File: config.mk
export PLATFORM = sky130hd
export DESIGN_NAME = jt1943_scrrom_server_flat
export DESIGN_NICKNAME = d
export VERILOG_FILES = /design/src/rtl/jt1943_scrrom_pkg.sv /design/src/rtl/jt1943_scrrom_server_if.sv /design/src/rtl/jt1943_scrrom_slot.sv /design/src/rtl/jt1943_scrrom_server.sv /design/src/flat_wrapper.sv
export SDC_FILE = /design/constraint.sdc
export NUM_CORES = 1
export LEC_CHECK = 0
export BUFFER_PORTS_ARGS = -buffer_cell sky130_fd_sc_hd__buf_2
export CAP_MARGIN = 5
export CORE_UTILIZATION = 28
export CTS_CLUSTER_SIZE = 12
export DETAILED_ROUTE_END_ITERATION = 6
export GPL_ROUTABILITY_DRIVEN = 1
export PLACE_DENSITY = 0.51
export SETUP_SLACK_MARGIN = 0.5
export SLEW_MARGIN = 15
export SYNTH_ARGS = -nofsm -noshare
export SYNTH_HDL_FRONTEND = slang
export SYNTH_SLANG_ARGS = --single-unit
File: constraint.sdc
create_clock -name clk -period 3.3 [get_ports clk]
set_input_delay 0.66 -clock clk [delete_from_list [all_inputs] [get_ports clk]]
set_output_delay 0.66 -clock clk [all_outputs]
set_load 0.02 [all_outputs]
File: src/rtl/jt1943_scrrom_pkg.sv
// Shared types and constants for the 1943 scroll ROM server.
// Defines the FSM states, the channel ids and the default ROM offsets.
package jt1943_scrrom_pkg;

  typedef enum logic [1:0] {
    IDLE = 2'd0,
    REQ  = 2'd1,
    WAIT = 2'd2
  } state_t;

  localparam logic CH_MAP = 1'b0;
  localparam logic CH_GFX = 1'b1;

  localparam int unsigned MAP_AW   = 14;
  localparam int unsigned GFX_AW   = 17;
  localparam int unsigned SDRAM_AW = 22;
  localparam int unsigned DW       = 16;

  localparam logic [SDRAM_AW-1:0] DEF_MAP_OFFSET = 22'h00000;
  localparam logic [SDRAM_AW-1:0] DEF_GFX_OFFSET = 22'h08000;

endpackage

File: src/rtl/jt1943_scrrom_server_if.sv
// SDRAM arbiter request/response bus as seen by one scroll ROM server.
interface jt1943_scrrom_server_if;
  import jt1943_scrrom_pkg::*;

  logic                sdram_req;
  logic [SDRAM_AW-1:0] sdram_addr;
  logic                sdram_ack;
  logic                data_rdy;
  logic [DW-1:0]       sdram_din;

  modport master (
    output sdram_req, sdram_addr,
    input  sdram_ack, data_rdy, sdram_din
  );

  modport slave (
    input  sdram_req, sdram_addr,
    output sdram_ack, data_rdy, sdram_din
  );
endinterface

File: src/rtl/jt1943_scrrom_slot.sv
// One cached ROM word: valid/tag/data registers with a combinational hit
// compare against the address currently requested by the scroll generator.
module jt1943_scrrom_slot
  import jt1943_scrrom_pkg::*;
#(
  parameter int unsigned AW = 14
) (
  input  logic          clk,
  input  logic          rst_n,
  input  logic [AW-1:0] addr,
  input  logic          we,
  input  logic [AW-1:0] wtag,
  input  logic [DW-1:0] wdata,
  output logic [DW-1:0] data,
  output logic          hit
);

  logic          valid;
  logic [AW-1:0] tag;

  always_ff @(posedge clk or negedge rst_n) begin
    if (!rst_n) begin
      valid <= 1'b0;
      tag   <= '0;
      data  <= '0;
    end else if (we) begin
      valid <= 1'b1;
      tag   <= wtag;
      data  <= wdata;
    end
  end

  assign hit = valid && (tag == addr);

endmodule

File: src/rtl/jt1943_scrrom_server.sv
// Scroll-layer ROM server: caches one tile-map word and one graphics word,
// refilling misses through the shared SDRAM request port.
module jt1943_scrrom_server
  import jt1943_scrrom_pkg::*;
#(
  parameter logic [SDRAM_AW-1:0] MAP_OFFSET = DEF_MAP_OFFSET,
  parameter logic [SDRAM_AW-1:0] GFX_OFFSET = DEF_GFX_OFFSET
) (
  input  logic                   clk,
  input  logic                   rst_n,
  input  logic                   cs,
  input  logic [MAP_AW-1:0]      map_addr,
  output logic [DW-1:0]          map_data,
  output logic                   map_ok,
  input  logic [GFX_AW-1:0]      scr_addr,
  output logic [DW-1:0]          scrom_data,
  output logic                   scr_ok,
  jt1943_scrrom_server_if.master sdram
);

  state_t              state, state_nxt;
  logic                sel_ch;
  logic                rr_next;
  logic [GFX_AW-1:0]   lat_addr;
  logic [SDRAM_AW-1:0] addr_q;

  logic                grant, contest, pick;
  logic [GFX_AW-1:0]   pick_addr;
  logic [SDRAM_AW-1:0] req_addr;
  logic                wr_map, wr_gfx;
  logic                map_miss, gfx_miss;

  assign map_miss = !map_ok;
  assign gfx_miss = !scr_ok;
  assign contest  = map_miss && gfx_miss;

  jt1943_scrrom_slot #(.AW(MAP_AW)) u_map (
    .clk   (clk),
    .rst_n (rst_n),
    .addr  (map_addr),
    .we    (wr_map),
    .wtag  (lat_addr[MAP_AW-1:0]),
    .wdata (sdram.sdram_din),
    .data  (map_data),
    .hit   (map_ok)
  );

  jt1943_scrrom_slot #(.AW(GFX_AW)) u_gfx (
    .clk   (clk),
    .rst_n (rst_n),
    .addr  (scr_addr),
    .we    (wr_gfx),
    .wtag  (lat_addr),
    .wdata (sdram.sdram_din),
    .data  (scrom_data),
    .hit   (scr_ok)
  );

  always_comb begin
    state_nxt = state;
    grant     = 1'b0;
    pick      = CH_GFX;
    wr_map    = 1'b0;
    wr_gfx    = 1'b0;
    unique case (state)
      IDLE: begin
        if (cs && (map_miss || gfx_miss)) begin
          grant     = 1'b1;
          state_nxt = REQ;
          if (contest) pick = rr_next;
          else         pick = map_miss ? CH_MAP : CH_GFX;
        end
      end
      REQ: begin
        if (sdram.sdram_ack) state_nxt = WAIT;
      end
      WAIT: begin
        if (sdram.data_rdy) begin
          state_nxt = IDLE;
          wr_map    = (sel_ch == CH_MAP);
          wr_gfx    = (sel_ch == CH_GFX);
        end
      end
      default: state_nxt = IDLE;
    endcase
  end

  always_comb begin
    pick_addr = (pick == CH_MAP) ? {{(GFX_AW-MAP_AW){1'b0}}, map_addr} : scr_addr;
    req_addr  = ((pick == CH_MAP) ? MAP_OFFSET : GFX_OFFSET)
              + {{(SDRAM_AW-GFX_AW){1'b0}}, pick_addr};
  end

  // The round-robin pointer only moves when both channels competed, so an
  // uncontested follow-up refill does not take the next contest away.
  always_ff @(posedge clk or negedge rst_n) begin
    if (!rst_n) begin
      state    <= IDLE;
      sel_ch   <= CH_MAP;
      rr_next  <= CH_GFX;
      lat_addr <= '0;
      addr_q   <= '0;
    end else begin
      state <= state_nxt;
      if (grant) begin
        sel_ch   <= pick;
        lat_addr <= pick_addr;
        addr_q   <= req_addr;
        if (contest) rr_next <= (pick == CH_MAP) ? CH_GFX : CH_MAP;
      end
    end
  end

  assign sdram.sdram_req  = (state == REQ);
  assign sdram.sdram_addr = addr_q;

endmodule

File: src/flat_wrapper.sv
// flat-port wrapper written by rule: the top's interface ports become plain ports
module jt1943_scrrom_server_flat import jt1943_scrrom_pkg::*;
#(
  parameter logic [SDRAM_AW-1:0] MAP_OFFSET = DEF_MAP_OFFSET,
  parameter logic [SDRAM_AW-1:0] GFX_OFFSET = DEF_GFX_OFFSET
)
  (clk, rst_n, cs, map_addr, map_data, map_ok, scr_addr, scrom_data, scr_ok, sdram_sdram_req, sdram_sdram_addr, sdram_sdram_ack, sdram_data_rdy, sdram_sdram_din);
  jt1943_scrrom_server_if sdram_i ();
  input  logic clk;
  input  logic rst_n;
  input  logic cs;
  input  logic [MAP_AW-1:0] map_addr;
  output logic [DW-1:0] map_data;
  output logic map_ok;
  input  logic [GFX_AW-1:0] scr_addr;
  output logic [DW-1:0] scrom_data;
  output logic scr_ok;
  output wire logic [$bits(sdram_i.sdram_req)-1:0] sdram_sdram_req;
  output wire logic [$bits(sdram_i.sdram_addr)-1:0] sdram_sdram_addr;
  input wire logic [$bits(sdram_i.sdram_ack)-1:0] sdram_sdram_ack;
  input wire logic [$bits(sdram_i.data_rdy)-1:0] sdram_data_rdy;
  input wire logic [$bits(sdram_i.sdram_din)-1:0] sdram_sdram_din;
  assign sdram_sdram_req = sdram_i.sdram_req;
  assign sdram_sdram_addr = sdram_i.sdram_addr;
  assign sdram_i.sdram_ack = sdram_sdram_ack;
  assign sdram_i.data_rdy = sdram_data_rdy;
  assign sdram_i.sdram_din = sdram_sdram_din;
  jt1943_scrrom_server #(.MAP_OFFSET(MAP_OFFSET), .GFX_OFFSET(GFX_OFFSET)) u_core (.clk(clk), .rst_n(rst_n), .cs(cs), .map_addr(map_addr), .map_data(map_data), .map_ok(map_ok), .scr_addr(scr_addr), .scrom_data(scrom_data), .scr_ok(scr_ok), .sdram(sdram_i));
endmodule
==> results of run 1 <==
## state kept, by name (all words and copies together) (netlist names), 2 cells and up
signal / count
u_core.lat_addr: 17
u_core.u_gfx.tag: 17
u_core.u_gfx.data: 16
u_core.u_map.data: 16
u_core.u_map.tag: 14
u_core.sdram.sdram_addr: 3
u_core.state: 2
## critical path, stage by stage
cell	delay (ns)
buf_2	0.12
xnor2_1	0.22
nand4_1	0.15
or3_1	0.45
nor2_2	0.21
buf_2	0.23
## synth_stat cells
cell type	n
nor2b_1	3
buf_4	20
or3_1	1
nand3_1	4
buf_6	2
nor2_2	1
o21a_1	2
ha_1	1
nand3b_1	14
nand2_1	6
and2_1	2
o22ai_1	1
nand4_1	6
nor3b_1	1
dfrtp_1	88
o31ai_2	1
or2_2	1
buf_2	1
conb_1	1
o31ai_1	1
nand2b_1	3
dfstp_2	1
mux2_2	60
or3_4	1
mux2_4	2
nand4b_1	1
nor4_1	2
xnor2_1	24
o221a_2	14
a21boi_2	1
inv_2	1
clkbuf_1	9
inv_1	5
o211ai_2	1
o21ai_0	7
a21oi_1	1
xor2_1	8
## path summary, 6_finish.rpt
check	startpoint	end	slack (ns)	cells after the start
max	scr_addr[10]	scr_ok	0.60	6
min	rst_n	u_core.u_map.data[1]	0.38	1
max reg2reg	u_core.u_gfx.tag[10]	u_core.sdram.sdram_addr[16]	0.77	8
min reg2reg	u_core.u_gfx.valid	u_core.u_gfx.valid	0.48	1
max in group asynchronous	rst_n	u_core.rr_next	2.23	2
min in group clk	u_core.u_gfx.valid	u_core.u_gfx.valid	0.48	1
## repair_timing
| action | CTS | global route |
|---|---|---|
| buffers inserted | 0 | 1 |
| resized for setup | 0 | 2 |
| endpoints found under the setup margin | 0 | 1 |
## logic make-up after synthesis
logic type | Yosys count
DFF | 89
muxes | 62
and+or+nand+nor | 46
buffers and inverters | 38
xor gates and xnor gates | 32
AOI/OAI and AO/OA | 29
adders and majority gates | 1
other | 1
## per-layer routing
| layer | share of wire (%) | track usage, % | up-vias |
|---|---|---|---|
| met4 | 0.91 | 3.94 | 0 |
| li1 | - | - | 1219 |
| met5 | 0 | 0 | - |
| met2 | 47 | 23.6 | 86 |
| met3 | 6.8 | 5.06 | 9 |
| met1 | 45 | 18.2 | 1322 |
## layout make-up
class                   instances  area, sq um
fillers                      1376         8990
flip-flops and latches         89         2230
multi-input cells             174         1580
repair buffers                114          613
clock buffers                  14          254
well taps                     180          225
inverters                       6         22.5
clock inverters                 2         15.0
diodes                          1         2.50
## metrics by stage
step                      util (%)  area (sq um)  hold slack [ns]  power [mW]  setup slack, ns
after floorplan                  -          4030            0.364        3.39            0.538
after global placement        33.4          4650            0.451        3.92            0.421
after detailed placement      33.4          4650            0.455        3.97            0.357
after CTS                     35.3          4920            0.408        4.94            0.535
after global routing          35.4          4940            0.436        5.19            0.497
final                         35.5          4940            0.382        4.88            0.601
## power by group
part	leakage [nW]	internal [mW]	switching [mW]
Combinational	0.998	0.904	1.05
Sequential	1.06	1.63	0.344
Clock	0.123	0.533	0.420
Total	2.18	3.07	1.81
==> metrics.txt, run 1 <==
share of the synthesized area in the top cell type=a little over half; Compound-Gate Fraction of Synth Area=approximately 6.5%; xor and xnor area share after synthesis=about 7.0%; H-tree levels=3; vias in the first global route=between 2000 and 3000; crit start category=input port; largest fanout on the critical path=3; Non-Filler Instances=580; proportion of synthesized area in mux cells=approximately 18%; CP endpoint kind=output port; CTS clk-pin slew, worst paths=roughly 0.060 ns; final period utilization=81.8%; antenna violations before repair=1; most frequent cells in the layout=102 x buf_2, 88 x dfrtp_1, 60 x mux2_2; largest net degree at the start of global routing=57; first-pass GRT wire length=between 15000 and 20000 microns; Warnings, synthesis=0; antenna violation net count after detailed routing=0; maxcap violations=0; crit path time final=2.70 ns; clock tree buffer depth=2; Syn Area/Cell=13.5 sq um; drc violations=0; post-DP HPWL=between 7000 and 8000 microns; share of cells above drive strength 1=between 50 and 60%; RSZ-0062 raised after global routing=false; Iter 0 DRT Violations=140; Inst Count DP=approximately 560; area delta synth->final=22.9%; CTS tree=done; Yosys cell types=37; Worst Max-Slew Pin Slew=between 0.8 and 0.9 ns; largest family of logic cells by synthesized area=multiplexers; Num CTS Buffers=9; DR vias/cell=around 4.5; GR Overflow Total=0; Setup CP Type=input port to output port; GPL Wtd Cong=approximately 0.69; detailed-route wire length per cell=about 17 microns; Port Buf Inserts=around 100; sequential fraction of the synthesis area=a little under three fifths; synthesized flop and latch total=89; cell taking the most area after synthesis=dfrtp_1; Hold-fix buffers, CTS=0; required time worst endpoint=~2.6 ns; Die Width=122 microns; critical path arrival=~2.0 ns; Hold Crit Class=input port to asynchronous set/reset pin; Adder-Cell Fraction of Synth Area=less than 1%; Post-Syn Area=approximately 4000 sq um; Final Hold Fails=0; pwr dens=slightly below 1000 nW/um^2; status=completed; Tot GR Track Use=14.5%; Max Clock Freq=around 370 MHz; commonest non-fill, non-tap cell in the layout=buf_2; Initial Util=between 20% and 30%; Max VDD drop=0.000463 V; Clock Skews=between 0.006 and 0.007 ns; io pins=109; Sum Neg Setup Slack=0 ns; Root Driver=clkbuf_16; DR pass1 iterations=4; wirelength, routed=roughly 10000 microns; clock latency on the worst-skew pair=about 0.34 ns; largest cells by area after synthesis=dfrtp_1 55%, mux2_2 17%, xnor2_1 5.2%; simple-gate share of the synthesized area=between 7 and 8%; Leak=roughly 2.2 nW; Die Y-Extent=approximately 120 microns; Final Net Count=about 450; Setup-failing EPs final=0; CORE AREA=between 10000 and 15000 sq um; die area=around 15000 sq um; Sink Count=89; Rel. slew slack=42.7%; site row count=43; via count=2636; Max Slew Vio Count=0; synthesized instance count=just under 300
(Power assumes the default switching activity.)
==> inputs of run 2 (changes only) <==
==> constraint.sdc (replaced) <==
create_clock -name clk -period 2.8 [get_ports clk]
set_input_delay 0.56 -clock clk [delete_from_list [all_inputs] [get_ports clk]]
set_output_delay 0.56 -clock clk [all_outputs]
set_load 0.02 [all_outputs]
==> run 2 against run 1 <==
Net effect:
- setup slack lost 0.31 ns
- combinational power increased by 24%
- non-clock buffer count increased by 7
- final area is 4.9% higher
- first-iteration DRC count decreased by 46%
- clock-buffer cell count decreased by 3
- die area unchanged
- critical path type is now register to output port
- largest cell class unchanged
- largest power group is now combinational logic
==> metrics.txt, run 2 (synthesis gave the netlist of run 1 again) <==
Initial Util=between 20% and 30%; GPL Wtd Cong=between 0.7 and 0.8; detailed-route wire length per cell=17.2 microns; DR vias/cell=between 4 and 5; Max Clock Freq=399 MHz; CORE AREA=roughly 14000 sq um; Num CTS Buffers=9; wirelength, routed=10100 microns; antenna violation net count after detailed routing=0; final period utilization=89.6%; Setup CP Type=register to output port; maxcap violations=0; drc violations=0; Antenna diodes=0; final core occ=37.2%; Root Driver=clkbuf_16; RSZ-0062 raised after global routing=true; Hold Crit Class=input port to asynchronous set/reset pin; largest net degree at the start of global routing=48; crit start category=register; CTS tree=done; Max Slew Vio Count=0; Max VDD drop=roughly 0.00052 V; commonest non-fill, non-tap cell in the layout=buf_2; clock latency on the worst-skew pair=between 0.3 and 0.4 ns; most frequent cells in the layout=101 x buf_2, 88 x dfrtp_1, 60 x mux2_2; Finished Cell Area=5190 sq um; GR Overflow Total=0; clock tree buffer depth=2; antenna violations before repair=1; largest fanout on the critical path=2; vias in the first global route=just under 3000; H-tree levels=3; area delta synth->final=29.0%; Port Buf Inserts=about 100; dpl cell area=4740 sq um; Rel. slew slack=approximately 55%; CTS clk-pin slew, worst paths=0.06 ns; site row count=43; CP endpoint kind=output port; Regs by FF count=u_core.lat_addr (17), u_core.u_gfx.tag (17); Leak=~2.3 nW; crit path time final=2.51 ns; pwr dens=approximately 1200 nW/um^2; required time worst endpoint=about 2.2 ns; Sink Count=89; DR pass1 iterations=4; status=completed; Final Hold Fails=0; Die Y-Extent=between 100 and 150 microns; Final Net Count=between 400 and 500; first-pass GRT wire length=roughly 16000 microns; Tot GR Track Use=14.6%; Sum Neg Setup Slack=0 ns; die area=~15000 sq um; share of cells above drive strength 1=between 50% and 60%; post-DP HPWL=roughly 7100 microns; Iter 0 DRT Violations=between 70 and 80; critical path arrival=1.95 ns; io pins=109; Clock Skews=roughly 0.0048 ns; Worst Max-Slew Pin Slew=roughly 0.67 ns; Setup-failing EPs final=0; Die Width=between 100 and 150 microns; flop-to-flop setup slack=between 0.3 and 0.4 ns; via count=roughly 2700
==> run 2: cell types whose count changed in the layout (fill, tap and decap cells not counted), sizes merged <==
cell      previous run  this run
buf                113       121
diode                1         0
clkbuf              15        11
clkinv               0         3
clkinvlp             2         0
bufinv               0         2
==> run 2: metal layers <==
layer	track usage, %	routed length (microns)	vias to the layer above	part of all wire, %
met5	0	13	-	0.13
met4	4.24	80	2	0.79
met3	5.43	707	9	7.0
met2	22.4	4500	86	45
met1	19.1	4760	1323	47
li1	-	-	1239	-
==> run 2: through the flow <==
stage,hold WS [ns],power (mW),worst slack [ns],cells
2_1_floorplan,0.264,4.03,0.336,301
3_3_place_gp,0.452,4.67,0.197,564
3_5_place_dp,0.456,4.73,0.192,564
4_1_cts,0.273,6.11,0.240,585
5_1_grt,0.285,6.44,0.169,586
6_report,0.244,6.05,0.292,586
==> run 2: critical path: stages (launching register included) <==
cell and delay, ns:
dfrtp_1 0.38, xor2_1 0.15, nor4_2 0.28, nand4_1 0.19
or3_4 0.42, inv_2 0.07, buf_6 0.12
==> run 2: layout make-up <==
class | instances | area [sq um]
Tap cell | 180 | 225
Inverter | 6 | 22.5
Timing Repair Buffer | 121 | 699
Multi-Input combinational cell | 174 | 1690
Fill cell | 1382 | 8750
Sequential cell | 89 | 2230
Clock inverter | 5 | 78.8
Clock buffer | 11 | 243
==> run 2: report_power, final <==
part	internal [mW]	switching (mW)	total (mW)
combinational	1.14	1.27	2.41
sequential	1.92	0.419	2.34
clock	0.805	0.495	1.30
total	3.87	2.18	6.05
==> run 2: repair_timing <==
| item | in CTS | in global routing |
|---|---|---|
| buffers inserted | 5 | 1 |
| setup endpoints to repair | 3 | 19 |
| hold buffers | 0 | 0 |
| pin swaps | 8 | 4 |
| resized for setup | 10 | 5 |
==> run 2: path summary, 6_finish.rpt <==
kind	startpoint	to	depth (start not counted)
min	rst_n	u_core.u_gfx.data[1]	1
max	u_core.u_map.tag[1]	map_ok	6
max reg2reg	u_core.u_map.tag[1]	u_core.sdram.sdram_addr[16]	10
min reg2reg	u_core.u_map.valid	u_core.u_map.valid	1
max in group asynchronous	rst_n	u_core.u_gfx.tag[6]	2
min in group clk	sdram_sdram_din[1]	u_core.u_gfx.data[1]	2
